## src/rtl/riscv_hazard_scoreboard.sv

```systemverilog
// -----------------------------------------------------------------------------
// riscv_hazard_scoreboard
//
// Purpose:
//   Producer-side scoreboard for the EX-stage operand forwarding network. Every
//   register write accepted at ID issue is tracked until it is committed to the
//   register file. A per-register countdown gives the number of cycles until
//   the result becomes forwardable. ID is stalled while a source operand is
//   still counting down, or while a younger write would overtake an older write
//   to the same register (WAW).
//
// Ports:
//   clk, rst          clock; synchronous active-high reset
//   issue_valid       ID instruction presented for issue this cycle
//   issue_reg_write   issuing instruction writes issue_rd
//   issue_rd          destination register of the issuing instruction
//   issue_lat         cycles until forwardable (0 is treated as 1)
//   id_rs1_addr/used  ID source operand 1 address / read enable
//   id_rs2_addr/used  ID source operand 2 address / read enable
//   wb_valid, wb_rd   register-file commit of wb_rd this cycle
//   stall             ID must hold; the issue is not accepted (combinational)
//   busy_mask         registered: bit r set while register r has a pending write
//   pending_count     registered: population count of busy_mask
//
// Optional build macro RISCV_SCOREBOARD_STATS_EN adds:
//   stall_cycles      32-bit wrapping count of cycles with stall=1
//   raw_stall         stall caused by a source operand (separates WAW-only stalls)
// -----------------------------------------------------------------------------
module riscv_hazard_scoreboard #(
   parameter int LAT_W    = 3,
   parameter int NUM_REGS = 32
) (
   input  logic                clk,
   input  logic                rst,
   input  logic                issue_valid,
   input  logic                issue_reg_write,
   input  logic [4:0]          issue_rd,
   input  logic [LAT_W-1:0]    issue_lat,
   input  logic [4:0]          id_rs1_addr,
   input  logic                id_rs1_used,
   input  logic [4:0]          id_rs2_addr,
   input  logic                id_rs2_used,
   input  logic                wb_valid,
   input  logic [4:0]          wb_rd,
   output logic                stall,
   output logic [NUM_REGS-1:0] busy_mask,
   output logic [5:0]          pending_count
`ifdef RISCV_SCOREBOARD_STATS_EN
   ,
   output logic [31:0]         stall_cycles,
   output logic                raw_stall
`endif
);

   logic [NUM_REGS-1:0] r_busy;
   logic [LAT_W-1:0]    r_cnt [NUM_REGS];
   logic [5:0]          r_pending;

   logic [NUM_REGS-1:0] w_busy_nxt;
   logic [LAT_W-1:0]    w_cnt_nxt [NUM_REGS];
   logic [5:0]          w_pop;
   logic [LAT_W-1:0]    w_eff_lat;
   logic                w_raw1;
   logic                w_raw2;
   logic                w_waw;
   logic                w_stall;
   logic                w_acc;

   // Hazard detection. A busy register whose countdown has reached 0 is already
   // on the forwarding network, so it does not stall a reader.
   // NOTE: every always_comb output gets a value on every path (here by direct
   // assignment, below by a default first) so no latch is inferred.
   always_comb begin
      w_eff_lat = (issue_lat == '0) ? LAT_W'(1) : issue_lat;
      w_raw1    = id_rs1_used && (id_rs1_addr != 5'd0) && r_busy[id_rs1_addr]
                  && (r_cnt[id_rs1_addr] != '0);
      w_raw2    = id_rs2_used && (id_rs2_addr != 5'd0) && r_busy[id_rs2_addr]
                  && (r_cnt[id_rs2_addr] != '0);
      // A younger write must not land before an older one still in flight.
      w_waw     = issue_reg_write && (issue_rd != 5'd0) && r_busy[issue_rd]
                  && (r_cnt[issue_rd] >= w_eff_lat);
      w_stall   = issue_valid && (w_raw1 || w_raw2 || w_waw);
      w_acc     = issue_valid && !w_stall && issue_reg_write && (issue_rd != 5'd0);
   end

   // Next state per register: accept beats commit, commit beats countdown.
   // The accept-over-commit priority covers an older write retiring in the same
   // cycle that a newer write to the same register issues.
   always_comb begin
      w_busy_nxt = '0;
      w_pop      = '0;
      for (int r = 0; r < NUM_REGS; r++) begin
         w_cnt_nxt[r] = '0;
      end
      for (int r = 1; r < NUM_REGS; r++) begin
         if (w_acc && (issue_rd == 5'(r))) begin
            w_busy_nxt[r] = 1'b1;
            w_cnt_nxt[r]  = w_eff_lat;
         end else if (wb_valid && (wb_rd == 5'(r))) begin
            w_busy_nxt[r] = 1'b0;
            w_cnt_nxt[r]  = '0;
         end else begin
            w_busy_nxt[r] = r_busy[r];
            w_cnt_nxt[r]  = (r_busy[r] && (r_cnt[r] != '0)) ? r_cnt[r] - LAT_W'(1)
                                                            : r_cnt[r];
         end
         w_pop = w_pop + 6'(w_busy_nxt[r]);
      end
   end

   // NOTE: state registers use non-blocking assignments so every flop samples
   // the pre-edge values, independent of statement order.
   // NOTE: the countdown array is reset explicitly; a pending entry must not
   // survive reset, and the array is small flops rather than a RAM macro.
   always_ff @(posedge clk) begin
      if (rst) begin
         r_busy    <= '0;
         r_pending <= '0;
         for (int r = 0; r < NUM_REGS; r++) begin
            r_cnt[r] <= '0;
         end
      end else begin
         r_busy    <= w_busy_nxt;
         r_pending <= w_pop;
         for (int r = 0; r < NUM_REGS; r++) begin
            r_cnt[r] <= w_cnt_nxt[r];
         end
      end
   end

   assign stall         = w_stall;
   assign busy_mask     = r_busy;
   assign pending_count = r_pending;

`ifdef RISCV_SCOREBOARD_STATS_EN
   logic [31:0] r_stall_cycles;

   // Free-running stall counter; wraps naturally at 2^32.
   always_ff @(posedge clk) begin
      if (rst) begin
         r_stall_cycles <= '0;
      end else if (w_stall) begin
         r_stall_cycles <= r_stall_cycles + 32'd1;
      end
   end

   assign stall_cycles = r_stall_cycles;
   assign raw_stall    = w_stall && (w_raw1 || w_raw2);
`endif

endmodule

```

## config.mk

```make
export PLATFORM = sky130hd
export DESIGN_NAME = riscv_hazard_scoreboard
export DESIGN_NICKNAME = d
export VERILOG_FILES = /design/src/rtl/riscv_hazard_scoreboard.sv
export SDC_FILE = /design/constraint.sdc
export NUM_CORES = 1
export LEC_CHECK = 0
export BUFFER_PORTS_ARGS = -buffer_cell sky130_fd_sc_hd__clkbuf_2
export CELL_PAD_IN_SITES_DETAIL_PLACEMENT = 1
export CELL_PAD_IN_SITES_GLOBAL_PLACEMENT = 1
export CORE_MARGIN = 4
export CORE_UTILIZATION = 43
export DETAILED_ROUTE_END_ITERATION = 10
export PLACE_DENSITY_LB_ADDON = 0.1
export SLEW_MARGIN = 10
export SYNTH_ARGS = -nofsm -noshare
export SYNTH_HDL_FRONTEND = slang
export SYNTH_SLANG_ARGS = --single-unit
```

## constraint.sdc

```tcl
create_clock -name clk -period 8.6 [get_ports clk]
set_input_delay 0.43 -clock clk [delete_from_list [all_inputs] [get_ports clk]]
set_output_delay 0.43 -clock clk [all_outputs]
set_load 0.1 [all_outputs]
```

=== After elaboration in Yosys (flattened, before gate mapping) ===
Memory sizes are Yosys's and may differ from the RTL's.
Index checks and enable logic that the tools add are counted.

* $add $sub $neg: 61
* Magnitude comparators: 4
* Equality and inequality tests: 62
* Mux-type cells: 197
* Bitwise operators: 32
* Reductions and logical operators: 146

{| class="wikitable"
|+ Operators by type and width
! operator !! count
|-
| $mux 3 || 126
|-
| $eq 5x5->1 const B || 32
|-
| $add 6x1->6 || 25
|-
| $logic_and 1x1->1 || 106
|-
| $reduce_bool 3->1 || 33
|-
| $sub 3x1->3 const B || 31
|-
| $eq 5x4->1 const B || 16
|-
| $mux 1 || 68
|-
| $eq 5x3->1 const B || 8
|-
| $or 1x1->1 || 32
|-
| $eq 5x2->1 const B || 4
|-
| $lt 5x6->1 const B || 3
|-
| $bmux 1 s5 || 3
|-
| $reduce_bool 5->1 || 3
|-
| $eq 5x1->1 const B || 2
|-
| $add 5x1->6 || 1
|-
| $add 4x1->5 || 1
|-
| $add 3x1->4 || 1
|-
| $add 2x1->3 || 1
|-
| $ge 3x3->1 || 1
|-
| $logic_not 3->1 || 1
|-
| $add 1x1->2 || 1
|-
| $logic_or 1x1->1 || 2
|-
| $logic_not 1->1 || 1
|}

* Flip-flop bits (word level): 38
* Memory bits (writable): 96
* Input port bits: 30
* Output and inout port bits: 39
* Logic and storage cells: 506
* Memories: 1

{| class="wikitable"
|+ Memories
! memory !! words !! bits a word !! rd ports !! clocked after Yosys merged registers in !! write ports !! RTL line !! source
|-
| r_cnt || 32 || 3 || 34 || 0 || 32 || 56 || <nowiki>logic [LAT_W-1:0] r_cnt [NUM_REGS];</nowiki>
|}

=== Depth between registers and ports, before layout ===
Gate-level depths: netlist of run 1.

* Depth after elaboration: 43
* Depth in mapped cells: 32
* Depth with buffers taken out: 29

=== Least setup slack after synthesis of run 1 ===
OpenSTA, ideal clock, no wires.

* Kind: input to register
* Start point: in issue_rd[1]
* End point: reg r_pending[4] (netlist: pending_count[4])
* Setup time: 0.128 ns
* Data arrival time: 8.180 ns
* Required time: 8.472 ns
* Slack: 0.293 ns
* Stages on the path: 30
* Buffers on the path: 4
* Cells stage by stage: clkbuf_1 clkbuf_1 clkbuf_1 mux4_2 mux4_2 mux2i_1 ha_1 nand2b_1 a21o_1 a21oi_1 nor3_1 a41oi_4 buf_4 nand4_2 and2_1 fa_1 fa_1 fa_1 fa_1 fa_1 fa_1 inv_1 fa_1 inv_1 fa_1 inv_1 a21o_1 a21oi_1 xor2_1 nor2_1

* Longest elaborated chain between the ends: 42
* Elaborated cells on any way between the ends: 137
* Those cells by class: add/sub (30); order compare (1); eq/ne (31); mux (33); reduce/logical (41); memory (1)

{| class="wikitable"
|+ RTL lines
! element !! RTL line !! source
|-
| start: declaration || 37 || <nowiki>input logic [4:0] issue_rd,</nowiki>
|-
| parallel branches: the longest is 41 deep, another holds $mem_v2 32x3 || - ||
|-
| $add 6x1->6 * || 107 || <nowiki>w_pop = w_pop + 6'(w_busy_nxt[r]);</nowiki>
|-
| end signal: assignment || 124 || <nowiki>r_pending <= w_pop;</nowiki>
|-
| end: declaration || 57 || <nowiki>logic [5:0] r_pending;</nowiki>
|}

Every way passes the cells marked *. The select of a mux whose other input is x is not followed.
A chain may end at the register's enable or synchronous reset.

=== Worst setup path after layout of run 1 ===
* Start point: in issue_rd[1]
* End point: reg r_pending[4] (netlist: pending_count[4])

* Elaborated cells on any way between the ends: 137
* Those cells by class: add/sub (30); order compare (1); eq/ne (31); mux (33); reduce/logical (41); memory (1)

{| class="wikitable"
|+ RTL lines
! element !! RTL line !! source
|-
| parallel branches: the longest is 10 deep, another holds $mem_v2 32x3 || - ||
|-
| $logic_and 1x1->1 * || 96 || <nowiki>if (w_acc && (issue_rd == 5'(r))) begin</nowiki>
|-
| $mux 1 * || 96 ||
|-
| named net w_busy_nxt[12] || 59 || <nowiki>logic [NUM_REGS-1:0] w_busy_nxt;</nowiki>
|-
| $add 6x1->6 * (20 in a row) || 107 ||
|}

Mark *: on every way through the listed nets, which the timed path passes. The select of a mux whose other input is x is not followed.

==> results of run 1 <==
-- cell usage after synthesis, drive strengths merged, types with 6 or more instances --
master / instances
nand3: 9
o311ai: 6
and3: 8
dfxtp: 130
mux4: 43
mux2i: 100
xnor2: 31
a21oi: 104
clkbuf: 36
ha: 72
buf: 17
nor2: 33
nand2: 215
o21ai: 72
nand2b: 42
o31a: 7
and2: 22
nand4: 30
fa: 23
nor3: 50
o31ai: 12
inv: 121
-- sequential cells by signal (all words and copies together), names as in the netlist --
name / cells
r_cnt: 93
busy_mask: 31
pending_count: 6
-- kinds of logic (layout without fill, tap and decap cells) --
group / Yosys count / after routing
flops: 130 / 130
xor+xnor: 34 / 34
fa+ha+maj: 95 / 95
simple gates: 431 / 431
compound gates: 229 / 229
other cells: 1 / 1
mux: 148 / 148
buf+inv: 175 / 249
-- final cells by class --
cell class	count	area, sq um
Fill cell	2937	12300
Clock inverter	12	179
Clock buffer	20	457
Sequential cell	130	2600
Timing Repair Buffer	95	571
Tap cell	324	405
Inverter	122	458
Multi-Input combinational cell	938	7390
-- per-stage QoR --
step	total power [mW]	instance area, sq um	hold slack (ns)
floorplan	0.743	10700	0.581
global route	1.64	12100	0.612
detailed placement	0.804	11400	0.552
CTS	1.60	12100	0.541
finish	1.60	12100	0.554
global placement	0.802	11400	0.539
-- final timing paths --
kind                       to
max          pending_count[4]
min reg2reg     busy_mask[23]
max reg2reg  pending_count[4]
min             busy_mask[23]
-- power breakdown --
group | switching, mW | internal [mW] | leakage [nW]
registers | 0.00490 | 0.606 | 1.05
clock network | 0.300 | 0.502 | 0.303
logic | 0.133 | 0.0514 | 3.94
total | 0.437 | 1.16 | 5.29
-- worst min-delay path, stage by stage (launching register included) --
cell,delay [ns]
dfxtp_1,0.36
nand2_1,0.09
a21oi_1,0.06
-- routing by layer --
metal / part of all wire [%] / track usage [%]
met1: 42 / 35.1
met2: 48 / 48.0
met3: 5.9 / 5.21
met4: 4.2 / 12.2
met5: 0 / 0
==> flow_summary.toml, run 1 <==
[status]
status = "completed"

[placed_design]
post-place-ws_ns = 0.161
dp.cells = 1609
portBuffers = 67
gp_congestion = 0.965
dp.final_hpwl_um = 28300

[job]
max_cap_violations = 0

[worst_setup_path]
startpoint = "issue_rd[1]"
worst_path_max_delay_cell = "mux4_2"
r2r_cells = 28
worst_path_most_repeated_cell = "fa_1"
startpoint_type = "input port"
critPathTopFamily = "adder cells"
cp_num_cells = 29
path_max_fanout = 17
critPathBufInv = 6
cp_slowest_stage_delay_ns = 0.58
path_class = "in -> reg"
worstPathArrival_ns = 8.43
timing.rr.start = "r_cnt[14][0]"
worst_setup_path_end_kind = "register"
regToRegSetupSlack_ns = 0.61
crit_required_ns = 8.88

[routing]
drt-total-wl_um = 37800
drt-initial-drc-count = 722
vias = 9670
drc_errors = 0
wl_per_cell_um = 23.0
antenna_left = 0
detail_route.vias_per_cell = 5.89
dr.pass1.iters = 5

[logic_synthesis]
synth-main-ff-cell = "dfxtp_1"
synth-compound-area-share_pct = 12.4
synthMuxAreaShare_pct = 19.0
synth_top_family_by_area = "simple AND/OR/NAND/NOR gates"
synth_adder_area_share_pct = 12.8
synthArstFlopShare_pct = 0
synth-simple-area-share_pct = 22.2
yosysSeqAreaShare_pct = 24.4
synth_xor_area_share_pct = 2.79
synth_warnings = 0
syn_area_per_cell_sq_um = 8.59
synth.cell_area_sq_um = 10700
syn_inst = 1243
yosysTopAreaCell = "dfxtp_1"
synth_edf_count = 0
yosysTopAreaCellShare_pct = 24.4
ys_types = 53
ys_ff_latch = 130
synth_nets = 1368
synthTopCellsByArea = "dfxtp_1 24%, mux2i_1 9.4%, mux4_2 9.1%"

[finish]
area_growth_pct = 13.0
mostFrequentLayoutCell = "nand2_1"
antenna_cells = 0
most-common-layout-cells = "215 x nand2_1, 130 x dfxtp_1, 121 x inv_1"
drive_above_1_share_pct = 15.7
final_nets = 1429
final_util_pct = 49.5
stdcell_count = 1641

[global_route]
antenna_found_initial = 0
grt_pass1_vias = 9949
globalRouteOverflowTotal = 0
grt_max_degree = 72
grtUsageTotal_pct = 28.3
grt_pass1_wl_um = 58600

[die]
dieArea_sq_um = 27400
core_sq_um = 24400
rows = 57
io_pins = 69
initial_core_util_pct = 43.8
die_h_um = 166
die_x_um = 166

[min_path]
holdPathStages = 2
hp-class = "reg -> reg"
worstHoldStart = "busy_mask[23]"

[sta]
hold_viol_final = 0
finalSetupTns_ns = 0
timing.final.ws_setup_ns = 0.455
fin_crit_ns = 8.14
skew_ns = 0.0146
slew_viol_final = 0
tightest_slew_ns = 1.17
period_share_pct = 94.7
rsz0062_at_grt = "false"
fmax_ghz = 0.123
setup-violations-final = 0
slew_headroom_pct = 21.2

[cts]
htree_levels = 4
clock_latency_ns = 0.44
cts_tree = "done"
numCtsBuffers = 17
clockRootBuffer = "clkbuf_16"
cts.clk_slew.worst_paths_ns = 0.06
clk_path_buf_depth = 2
cts_resized = 0
clock-sinks = 130
post_cts_buffers = 0
holdBufCountCts = 0

[pwr]
power.density_nw_per_um2 = 132
ir_drop_v = 0.000109
p_leak_nw = 5.29
Power figures use the tool's default switching activity.
==> inputs of run 2 (changes only) <==
--- a/config.mk
+++ b/config.mk
@@ -5,11 +5,12 @@
 export SDC_FILE = /design/constraint.sdc
 export NUM_CORES = 1
 export LEC_CHECK = 0
+export ABC_AREA = 1
 export BUFFER_PORTS_ARGS = -buffer_cell sky130_fd_sc_hd__clkbuf_2
 export CELL_PAD_IN_SITES_DETAIL_PLACEMENT = 1
 export CELL_PAD_IN_SITES_GLOBAL_PLACEMENT = 1
 export CORE_MARGIN = 4
-export CORE_UTILIZATION = 43
+export CORE_UTILIZATION = 40
 export DETAILED_ROUTE_END_ITERATION = 10
 export PLACE_DENSITY_LB_ADDON = 0.1
 export SLEW_MARGIN = 10
==> flow_summary.toml, run 2 <==
[status]
status = "completed"

[cts]
clockRootBuffer = "clkbuf_16"
holdBufCountCts = 0
htree_levels = 4
clock-sinks = 130
clock_latency_ns = 0.46
numCtsBuffers = 17
cts.clk_slew.worst_paths_ns = 0.06
cts_tree = "done"
clk_path_buf_depth = 2

[finish]
final_nets = 2352
stdcell_count = 2675
regMostFlops = "r_cnt"
most-common-layout-cells = "557 x nand2_1, 361 x inv_1, 309 x nor2_1"
largest_reg_flops = 93
drive_above_1_share_pct = 7.90
mostFrequentLayoutCell = "nand2_1"
final_util_pct = 45.1
area_growth_pct = 10.4
antenna_cells = 0

[placed_design]
dp.final_hpwl_um = 46100
dp.cells = 2643
portBuffers = 67
gp_congestion = 1.02

[logic_synthesis]
yosysSeqAreaShare_pct = 20.0
yosysMostFrequentCell = "nand2_1"
synth_warnings = 0
synth_xor_area_share_pct = 2.08
synth-simple-area-share_pct = 43.7
yosysTopAreaCell = "dfxtp_1"
ys_ff_latch = 130
synth-compound-area-share_pct = 10.0
synthTopCellsByArea = "dfxtp_1 20%, nand2_1 16%, inv_1 10%"
synth.cell_area_sq_um = 13000
yosysTopAreaCellShare_pct = 20.0
synth_adder_area_share_pct = 10.4
synth_top_family_by_area = "simple AND/OR/NAND/NOR gates"
synth_common_cells = "557 x nand2_1, 361 x inv_1, 312 x nor2_1"
syn_area_per_cell_sq_um = 5.91
syn_inst = 2204
ys_types = 36
synth_nets = 2329
synth_edf_count = 0
synth-main-ff-cell = "dfxtp_1"
synthMuxAreaShare_pct = 0
synthArstFlopShare_pct = 0

[global_route]
grt_pass1_wl_um = 93000
grt_pass1_vias = 15600
grtUsageMet3_pct = 7.47
grt_max_degree = 94
antenna_found_initial = 0
grtUsageTotal_pct = 33.8
grt_util_met1_pct = 42.3
globalRouteOverflowTotal = 0
busiest_layer = "met2"
use_met2_pct = 55.0

[routing]
drt-total-wl_um = 61200
detail_route.vias_per_cell = 5.82
vias = 15600
dr.pass1.iters = 5
drc_errors = 0
antenna_left = 0
drt-initial-drc-count = 1352
wl_per_cell_um = 22.9

[pwr]
p_leak_nw = 7.74
power.density_nw_per_um2 = 124
ir_drop_v = 0.000142

[worst_setup_path]
path_class = "in -> reg"
startpoint_type = "input port"
cp_slowest_stage_delay_ns = 0.64
timing.rr.start = "r_cnt[27][0]"
regToRegSetupSlack_ns = 0.67
crit_required_ns = 8.98
critPathTopFamily = "adder cells"
worstPathArrival_ns = 8.44
worst_path_most_repeated_cell = "fa_1"
r2r_end = "pending_count[4]"
path_max_fanout = 26
r2r_cells = 33
critPathBufInv = 6
cp_num_cells = 33
worst_setup_path_end_kind = "register"
worst_path_max_delay_cell = "fa_1"

[sta]
tightest_slew_ns = 1.12
slew_headroom_pct = 25.2
skew_ns = 0.0125
setup-violations-final = 0
rsz0062_at_grt = "false"
hold_viol_final = 0
slew_viol_final = 0
fmax_ghz = 0.124
fin_crit_ns = 8.05
period_share_pct = 93.7

[min_path]
holdPathStages = 6
hp-class = "in -> reg"
holdPathEnd = "r_cnt[11][2]"
worstHoldStart = "wb_rd[4]"

[die]
core_sq_um = 31900
die_x_um = 188
dieArea_sq_um = 35500
initial_core_util_pct = 40.9
io_pins = 69
rows = 65
die_h_um = 188

[job]
max_cap_violations = 0
-- run 2: area by class of cell --
class                   count  area (sq um)
clock buffers              19           453
clock inverters            13           159
fillers                  4484         17500
inverters                 368          1380
multi-input cells        1613          8660
flip-flops and latches    130          2600
well taps                 435           544
repair buffers             97           586
-- run 2: worst max-delay path by stage --
| stage | start | endpoint | slack (ns) |
|---|---|---|---|
| detailed placement | issue_rd[0] | pending_count[4] | -0.15 |
| CTS | issue_rd[0] | pending_count[4] | 0.27 |
| global placement | issue_rd[0] | pending_count[4] | -0.02 |
| global route | issue_rd[0] | pending_count[4] | 0.09 |
| finish | issue_rd[0] | pending_count[4] | 0.55 |
| floorplan | issue_rd[1] | pending_count[4] | 1.15 |
-- run 2: per-layer routing --
| layer | wire, um | up-vias |
|---|---|---|
| met3 | 4670 | 178 |
| met2 | 27800 | 628 |
| met5 | 0 | - |
| met4 | 3420 | 0 |
| li1 | - | 7225 |
| met1 | 25300 | 7534 |
-- run 2: stage by stage --
step / power [mW] / cell area (sq um) / hold slack (ns) / TNS, ns / setup WS, ns
2_1_floorplan: 0.865 / 13000 / 0.575 / 0 / 1.15
3_3_place_gp: 0.976 / 13800 / 0.536 / -0.0166 / -0.0166
3_5_place_dp: 0.982 / 13800 / 0.557 / -0.155 / -0.147
4_1_cts: 1.78 / 14400 / 0.518 / 0 / 0.275
5_1_grt: 1.85 / 14400 / 0.555 / 0 / 0.0909
6_report: 1.78 / 14400 / 0.538 / 0 / 0.545
-- run 2: cells by family after synthesis --
logic type               after synthesis
AND/OR/NAND/NOR                     1257
buffers and inverters                461
other                                  1
AO/OA/AOI/OAI                        229
flip-flops                           130
XOR/XNOR                              31
adder cells (fa/ha/maj)               95
-- run 2: what timing repair did --
item	in CTS	in global routing
setup endpoints to repair	0	4
resized for setup	0	1
setup buffers	0	0
-- run 2: worst reg2reg max path: cells and delay by family, from the launching register on --
kind	cells	cell delay, ns
fa+ha+maj	9	4.18
flops	1	0.30
buf+inv	5	0.72
compound gates	12	1.85
simple gates	7	0.81
-- run 2: power by group --
group	switching [mW]	leakage (nW)	total (mW)	internal, mW
Sequential	0.00870	1.05	0.621	0.612
Clock	0.332	0.295	0.803	0.471
Combinational	0.271	6.39	0.360	0.0890
Total	0.612	7.74	1.78	1.17
